`config.mk`:
```
export PLATFORM = sky130hd
export DESIGN_NAME = trigger_controller
export DESIGN_NICKNAME = d
export VERILOG_FILES = /design/src/rtl/psec6_trig_pkg.sv /design/src/rtl/ring_ptr_counter.sv /design/src/rtl/trigger_controller.sv
export SDC_FILE = /design/constraint.sdc
export NUM_CORES = 1
export LEC_CHECK = 0
export CAP_MARGIN = 5
export CORE_UTILIZATION = 45
export CTS_CLUSTER_SIZE = 25
export DETAILED_ROUTE_END_ITERATION = 6
export PLACE_DENSITY = 0.81
export SLEW_MARGIN = 40
export SYNTH_ARGS = -nofsm -noshare
export SYNTH_HDL_FRONTEND = slang
export SYNTH_SLANG_ARGS = --single-unit
```
`constraint.sdc`:
```
create_clock -name FCLK -period 2.6 [get_ports FCLK]
set_input_delay 0.39 -clock FCLK [delete_from_list [all_inputs] [get_ports FCLK]]
set_output_delay 0.39 -clock FCLK [all_outputs]
set_load 0.05 [all_outputs]
```
`src/rtl/psec6_trig_pkg.sv`:
```
// Shared types and default sizing for the PSEC6 trigger controller.
package psec6_trig_pkg;

    // Default depth of the sampling ring and width of the post-trigger count
    localparam int NUM_SAMPLES_DEF = 256;
    localparam int DLY_W_DEF       = 8;

    // Acquisition sequence: wait for arm, wait for trigger, post-trigger fill, hold for readout
    typedef enum logic [1:0] {
        ST_IDLE    = 2'd0,
        ST_ARMED   = 2'd1,
        ST_DELAY   = 2'd2,
        ST_STOPPED = 2'd3
    } trig_state_t;

endpackage

```
`src/rtl/ring_ptr_counter.sv`:
```
// Write-address counter for the sampling ring; advances when enabled and
// wraps from NUM_SAMPLES-1 back to 0. Also exposes the value it would
// load next so the parent can capture the post-write address in the same edge.
module ring_ptr_counter #(
    parameter int NUM_SAMPLES = 256,
    parameter int PTR_W       = $clog2(NUM_SAMPLES)
) (
    input  logic             clk,
    input  logic             rst_n,
    input  logic             enable,
    output logic [PTR_W-1:0] ptr,
    output logic [PTR_W-1:0] ptr_inc
);

    localparam logic [PTR_W-1:0] LAST = PTR_W'(NUM_SAMPLES - 1);

    assign ptr_inc = (ptr == LAST) ? '0 : ptr + PTR_W'(1);

    // Advance the ring address once per enabled clock
    always_ff @(posedge clk or negedge rst_n) begin
        if (!rst_n) begin
            ptr <= '0;
        end else if (enable) begin
            ptr <= ptr_inc;
        end
    end

endmodule

```
`src/rtl/trigger_controller.sv`:
```
// Trigger controller for the PSEC6 sampling array. Runs the ring write
// pointer while armed, captures the pointer on a trigger rising edge,
// keeps sampling for delay_cfg more cycles, then freezes the ring and
// presents trig_ptr/stop_ptr until readout completes.
module trigger_controller
    import psec6_trig_pkg::*;
#(
    parameter int NUM_SAMPLES = NUM_SAMPLES_DEF,
    parameter int PTR_W       = $clog2(NUM_SAMPLES),
    parameter int DLY_W       = DLY_W_DEF
) (
    input  logic             FCLK,
    input  logic             RSTB,
    input  logic             trigger_sync,
    input  logic             arm,
    input  logic             disarm,
    input  logic [DLY_W-1:0] delay_cfg,
    input  logic             rd_done,
    output logic             sample_en,
    output logic [PTR_W-1:0] wr_ptr,
    output logic [PTR_W-1:0] trig_ptr,
    output logic [PTR_W-1:0] stop_ptr,
    output logic             data_valid,
    output logic             busy
);

    trig_state_t      state;
    trig_state_t      state_nxt;
    logic             trig_d;
    logic             trig_edge;
    logic [DLY_W-1:0] cnt;
    logic [PTR_W-1:0] ptr_inc;
    logic             fire;

    // A trigger already high when arming produces no edge, since trig_d tracks it in every state
    assign trig_edge = trigger_sync & ~trig_d;

    // Disarm beats a coincident edge
    assign fire = (state == ST_ARMED) && !disarm && trig_edge;

    ring_ptr_counter #(
        .NUM_SAMPLES (NUM_SAMPLES),
        .PTR_W       (PTR_W)
    ) u_ring_ptr (
        .clk     (FCLK),
        .rst_n   (RSTB),
        .enable  (sample_en),
        .ptr     (wr_ptr),
        .ptr_inc (ptr_inc)
    );

    // Next-state selection for the acquisition sequence
    always_comb begin
        state_nxt = state;
        case (state)
            ST_IDLE: begin
                if (arm) begin
                    state_nxt = ST_ARMED;
                end
            end
            ST_ARMED: begin
                if (disarm) begin
                    state_nxt = ST_IDLE;
                end else if (trig_edge) begin
                    state_nxt = (delay_cfg == '0) ? ST_STOPPED : ST_DELAY;
                end
            end
            ST_DELAY: begin
                if (disarm) begin
                    state_nxt = ST_IDLE;
                end else if (cnt == DLY_W'(1)) begin
                    state_nxt = ST_STOPPED;
                end
            end
            ST_STOPPED: begin
                if (rd_done) begin
                    state_nxt = ST_IDLE;
                end
            end
            default: begin
                state_nxt = ST_IDLE;
            end
        endcase
    end

    // State, registered status outputs, delay counter and pointer captures
    always_ff @(posedge FCLK or negedge RSTB) begin
        if (!RSTB) begin
            state      <= ST_IDLE;
            trig_d     <= 1'b0;
            cnt        <= '0;
            trig_ptr   <= '0;
            stop_ptr   <= '0;
            sample_en  <= 1'b0;
            data_valid <= 1'b0;
            busy       <= 1'b0;
        end else begin
            state      <= state_nxt;
            trig_d     <= trigger_sync;
            sample_en  <= (state_nxt == ST_ARMED) || (state_nxt == ST_DELAY);
            data_valid <= (state_nxt == ST_STOPPED);
            busy       <= (state_nxt != ST_IDLE);

            if (fire) begin
                trig_ptr <= wr_ptr;
                cnt      <= delay_cfg;
            end else if (state == ST_DELAY) begin
                cnt <= cnt - DLY_W'(1);
            end

            // Entry to STOPPED always comes from a writing cycle, so the
            // pointer lands on ptr_inc this same edge: that is the oldest sample.
            if ((state_nxt == ST_STOPPED) && (state != ST_STOPPED)) begin
                stop_ptr <= ptr_inc;
            end
        end
    end

endmodule
```
==> flow_summary.toml, run 1 <==
[timing]
rsz0062_at_grt = "no"
timing_hold_violations_final = 0
finalCritPeriodShare_pct = 90.5
setup_ws_ns = 0.246
min_period_ns = 2.35
drv_slew = 0
fin_skew_ns = 0.00695
max_freq_ghz = 0.425
worst_pin_slew_ns = 0.506
setup_violations = 0
hold_ws_ns = 0.0487
slew_headroom_pct = 66.2

[route]
viasPerCell = 5.75
via_count = 1593
ant_nets = 0
drt_iter0_markers = 97
dr.pass1.iters = 4
drc = 0
finalWirelength_um = 4180
detail_route.wl_per_cell_um = 15.1

[cts]
cts_tree = "done"
clk_pin_slew_worst_paths_ns = 0.07
postCtsSetupRepairBufs = 0
root_buffer = "clkbuf_8"
cts_buffers = 5
hold_buffers = 0
clockBufferDepth = 2
worstSkewPairLatency_ns = 0.28
cts.sinks = 38
cts-htree-levels = 2
post_cts_resized = 0

[power_and_ir_drop]
p_int_mw = 1.81
clkPwrFrac_pct = 14.8
pwr-share-comb_pct = 50.8
ir_drop_v = 0.000602
switching_power_mw = 1.55
seq_power_share_pct = 34.4
power_density_nw_per_um2 = 1350
p_leak_nw = 1.05
switching_share_pct = 46.2

[placement]
portBuffers = 40
dp_cells = 270
place_congestion = 0.889
place_area_um2 = 2370
hpwl_um = 3020
place_ws_ns = -0.0537

[cells_and_area]
diodes = 0
fillers = 341
finalInstanceArea_um2 = 2490
fin_util_pct = 61.7
drive_gt1_share_pct = 13.2
syn2layout_area_growth_pct = 31.4
nets = 246
instances_no_fill = 277

[global_routing]
grt_pass1_wl_um = 6750
track_usage_pct = 20.3
grt.overflow.total = 0
antenna_found_initial = 0
grt_max_degree = 39
first_global_vias = 1455

[synth]
yosys_warnings = 0
yosysUniqueCellTypes = 49
yosysMostFrequentCell = "dfrtp_1"
yosysTopAreaCell = "dfrtp_1"
syn_area_per_cell_um2 = 10.4
synthesis.nets = 201
ys_seq_area_share_pct = 50.3
synth_top_area_share_pct = 50.3
synth_edf_count = 0
synth_cells = 182
ys.flop_type = "dfrtp_1"
synth_commonest_cells = "dfrtp_1, nand2_1, o21ai_0"
ys_ff_latch = 38
synth_area_leaders = "dfrtp_1, mux2_2, o21ai_0"
async_flop_share_pct = 100
synth_area_um2 = 1890

[critical_path]
crit_start = "delay_cfg[4]"
timing.rr.start = "cnt[3]$_DFFE_PN0P_"
crit_chain = "clkdlybuf4s50_1 -> nor4_1 -> a221oi_1 -> a2111oi_0 -> buf_4 -> ha_1 -> a21bo_2 -> o31ai_1"
cp.required_ns = 2.79
critical_path_class = "in -> reg"
crit_slowest_cell = "clkdlybuf4s50_1"
cp.arrival_ns = 2.54
worst-path-buf-inv = 2
startpoint_type = "input port"
cp_top_family = "compound AO/OA/AOI/OAI gates"
rrSetupSlack_ns = 0.25
crit_fanout = 10
slowest_delay_ns = 0.42
reg2reg_depth = 7
r2r_end = "stop_ptr[3]$_DFFE_PN0P_"
endpoint = "stop_ptr[3]$_DFFE_PN0P_"
critPathCaptureType = "register"
path_depth = 8

[status]
outcome = "finished clean"

[die]
placement_rows = 23
die_w_um = 66.8
ioPinCount = 41
die_h_um = 66.8
die_area_um2 = 4470
coreArea_um2 = 4030
initial_utilization_pct = 47.0

[flow_run]
maxCapViolations = 0

[hold_path]
hold_path.class = "in -> async"
-- cells in the final DEF (no fill, tap or decap), types with 5 or more instances in the layout --
cell type        synthesis  layout
mux2_2                   9       9
clkdlybuf4s50_1          0      39
ha_1                     5       5
clkbuf_8                 0       6
nand2_1                 16      16
o21ai_0                 13      13
buf_4                    0       9
nor2_1                   6       6
a31oi_1                  5       5
inv_1                    7       7
nand3_1                 10      10
dfrtp_1                 38      38
-- metrics by stage --
step	TNS, ns	total power, mW
after floorplan	0	2.28
after global placement	0	2.82
after detailed placement	-0.0599	2.87
after CTS	0	3.37
after global routing	0	3.55
final	0	3.35
-- layer usage --
layer,track usage (%),part of all wire [%],wire length (µm)
met5,0,0,0
met4,7.45,0.93,39
met3,4.97,4.0,169
met2,30.9,47,1960
met1,27.9,48,2010
-- final cells by class --
class | instances | area [µm²] | share of cell area [%]
Sequential cell | 38 | 951 | 38.2
Multi-Input combinational cell | 127 | 876 | 35.2
Timing Repair Buffer | 48 | 458 | 18.4
Clock buffer | 6 | 82.6 | 3.32
Tap cell | 50 | 62.6 | 2.52
Clock inverter | 1 | 30.0 | 1.21
Inverter | 7 | 26.3 | 1.06
-- power groups by stage --
| stage | logic, mW | clock network (mW) | registers, mW |
|---|---|---|---|
| after global placement | 1.67 | 0 | 1.15 |
| after CTS | 1.71 | 0.508 | 1.15 |
| after global routing | 1.82 | 0.538 | 1.19 |
| after floorplan | 0.654 | 0 | 1.62 |
| final | 1.70 | 0.495 | 1.16 |
| after detailed placement | 1.70 | 0 | 1.16 |
-- flip-flops by register name (all words and copies together), names as in the netlist --
name            count
trig_d              1
state               2
stop_ptr            8
sample_en           1
trig_ptr            8
cnt                 8
u_ring_ptr.ptr      8
data_valid          1
busy                1
-- logic make-up after synthesis --
logic type                 share of synthesized area (%)
and+or+nand+nor                                     16.5
AOI/OAI and AO/OA                                   17.3
DFF                                                 50.3
buffers and inverters                               3.44
muxes                                               6.42
xor gates and xnor gates                            2.78
adders and majority gates                           3.31
-- worst min path at each step --
stage	from	to	slack [ns]	cells after the start
5_1_grt	RSTB	stop_ptr[7]$_DFFE_PN0P_	0.08	1
2_1_floorplan	RSTB	busy$_DFF_PN0_	0.09	0
3_3_place_gp	stop_ptr[0]$_DFFE_PN0P_	stop_ptr[0]$_DFFE_PN0P_	0.47	2
6_report	RSTB	u_ring_ptr.ptr[2]$_DFFE_PN0P_	0.05	1
4_1_cts	RSTB	u_ring_ptr.ptr[2]$_DFFE_PN0P_	0.07	1
3_5_place_dp	RSTB	u_ring_ptr.ptr[2]$_DFFE_PN0P_	0.38	1
Note: power is estimated with default switching activity, not from simulation.
==> run 2: changes to the inputs <==
--- a/config.mk
+++ b/config.mk
@@ -5,11 +5,12 @@
 export SDC_FILE = /design/constraint.sdc
 export NUM_CORES = 1
 export LEC_CHECK = 0
+export ABC_CLOCK_PERIOD_IN_PS = 2200
 export CAP_MARGIN = 5
-export CORE_UTILIZATION = 45
+export CORE_UTILIZATION = 50
 export CTS_CLUSTER_SIZE = 25
 export DETAILED_ROUTE_END_ITERATION = 6
-export PLACE_DENSITY = 0.81
+export PLACE_DENSITY = 0.85
 export SLEW_MARGIN = 40
 export SYNTH_ARGS = -nofsm -noshare
 export SYNTH_HDL_FRONTEND = slang
==> constraint.sdc (replaced) <==
create_clock -name FCLK -period 2.2 [get_ports FCLK]
set_input_delay 0.33 -clock FCLK [delete_from_list [all_inputs] [get_ports FCLK]]
set_output_delay 0.33 -clock FCLK [all_outputs]
set_load 0.05 [all_outputs]
==> flow_summary.toml, run 2 (synthesis gave the netlist of run 1 again) <==
[status]
outcome = "finished, violations left"
violations = "negative hold slack"

[timing]
setup_violations = 0
finalCritPeriodShare_pct = 96.3
finalSetupTns_ns = 0
fin_skew_ns = 0.00839
drv_slew = 0
hold_ws_ns = -0.00269
slew_headroom_pct = 64.8
min_period_ns = 2.12
worst_pin_slew_ns = 0.527
timing_hold_violations_final = 3
max_freq_ghz = 0.472
setup_ws_ns = 0.0805

[route]
drt_iter0_markers = 222
detail_route.wl_per_cell_um = 18.0
route.met2.wl_um = 2480
top_layer = "met4"
ant_nets = 0
finalWirelength_um = 5050
via_count = 1737
met1Wirelength_um = 2000
viasPerCell = 6.20
drc = 0
met3_length_um = 388
dr.pass1.iters = 5

[flow_run]
maxCapViolations = 0

[critical_path]
cp.required_ns = 2.40
worst-path-buf-inv = 1
crit_slowest_cell = "dfrtp_1"
startpoint_type = "register"
cp_top_family = "compound AO/OA/AOI/OAI gates"
cp_common_cell = "ha_2"
slowest_delay_ns = 0.42
cp.arrival_ns = 2.32
crit_fanout = 10
critical_path_class = "reg -> reg"
crit_chain = "inv_2 -> ha_2 -> nor3b_4 -> a31oi_4 -> a2111oi_4 -> ha_2 -> a21bo_4 -> o31ai_2"
rrSetupSlack_ns = 0.08
critPathCaptureType = "register"

[cells_and_area]
ff_latch_area_um2 = 951
layout_commonest_cell = "dfrtp_1"
diodes = 0
finalInstanceArea_um2 = 2650
multi_input_area_um2 = 997
layout_common_cells = "dfrtp_1, clkdlybuf4s50_1, nand2_1, buf_4, o21ai_0"
fillers = 225
fin_util_pct = 76.4
drive_gt1_share_pct = 21.4
nets = 254
syn2layout_area_growth_pct = 40.0

[cts]
worstSkewPairLatency_ns = 0.29
root_buffer = "clkbuf_8"
hold_buffers = 0
cts_tree = "done"
clk_pin_slew_worst_paths_ns = 0.07
clockBufferDepth = 2
cts.sinks = 38
cts-htree-levels = 2
cts_buffers = 5

[power_and_ir_drop]
p_leak_nw = 1.14
power_density_nw_per_um2 = 1560
ir_drop_v = 0.000893

[global_routing]
grt.overflow.total = 0
antenna_found_initial = 0
grt_max_degree = 39
first_global_vias = 1605
track_usage_pct = 25.9
grt_pass1_wl_um = 7860

[placement]
portBuffers = 40
place_congestion = 0.921
place_ws_ns = -0.380
place_area_um2 = 2420
hpwl_um = 3360

[die]
die_area_um2 = 4030
die_w_um = 63.5
coreArea_um2 = 3470
placement_rows = 21
die_h_um = 63.5
ioPinCount = 41
initial_utilization_pct = 54.5

[hold_path]
hold_path.class = "in -> async"
## run 2: metal layers
layer / vias up / GRT usage [%]
li1: 780 / -
met1: 842 / 33.8
met2: 97 / 40.2
met3: 18 / 4.89
met4: 0 / 14.5
met5: - / 0
## run 2: cell type report
| class | instances | area share [%] |
|---|---|---|
| flip-flops and latches | 38 | 35.9 |
| clock buffers | 6 | 3.12 |
| inverters | 7 | 0.992 |
| multi-input cells | 127 | 37.6 |
| repair buffers | 56 | 20.2 |
| well taps | 46 | 2.17 |
## run 2: path summary, 6_finish.rpt
path                                          from                       to  depth (start not counted)
hold / removal                                RSTB  trig_ptr[7]$_DFFE_PN0P_                          1
setup reg to reg                cnt[1]$_DFFE_PN0P_  stop_ptr[3]$_DFFE_PN0P_                          8
max in group asynchronous                     RSTB  stop_ptr[2]$_DFFE_PN0P_                          1
setup / recovery                cnt[1]$_DFFE_PN0P_  stop_ptr[3]$_DFFE_PN0P_                          8
hold reg to reg            stop_ptr[5]$_DFFE_PN0P_  stop_ptr[5]$_DFFE_PN0P_                          2
min in group FCLK                     delay_cfg[1]       cnt[1]$_DFFE_PN0P_                          2
## run 2: report_power, final
group,switching [mW],internal [mW],total (mW)
Clock,0.230,0.242,0.472
Sequential,0.309,0.993,1.30
Combinational,1.45,0.916,2.37
Total,1.99,2.15,4.14
## run 2: repair_timing
| action | 4_1_cts | 5_1_grt |
|---|---|---|
| pin swaps | 2 | 6 |
| resized for setup | 7 | 18 |
| setup buffers | 1 | 1 |
| setup endpoints to repair | 6 | 8 |
## run 2: worst register-to-register path, delay by kind of cell, from the launching register on
kind | cells | cell delay, ns
adders and majority gates | 2 | 0.43
AOI/OAI and AO/OA | 4 | 0.88
buffers and inverters | 1 | 0.08
DFF | 1 | 0.42
and+or+nand+nor | 1 | 0.22
## run 2: stage by stage
step / cells / total power [mW]
2_1_floorplan: 182 / 2.70
3_3_place_gp: 272 / 3.39
3_5_place_dp: 272 / 3.48
4_1_cts: 279 / 4.02
5_1_grt: 280 / 4.33
6_report: 280 / 4.14
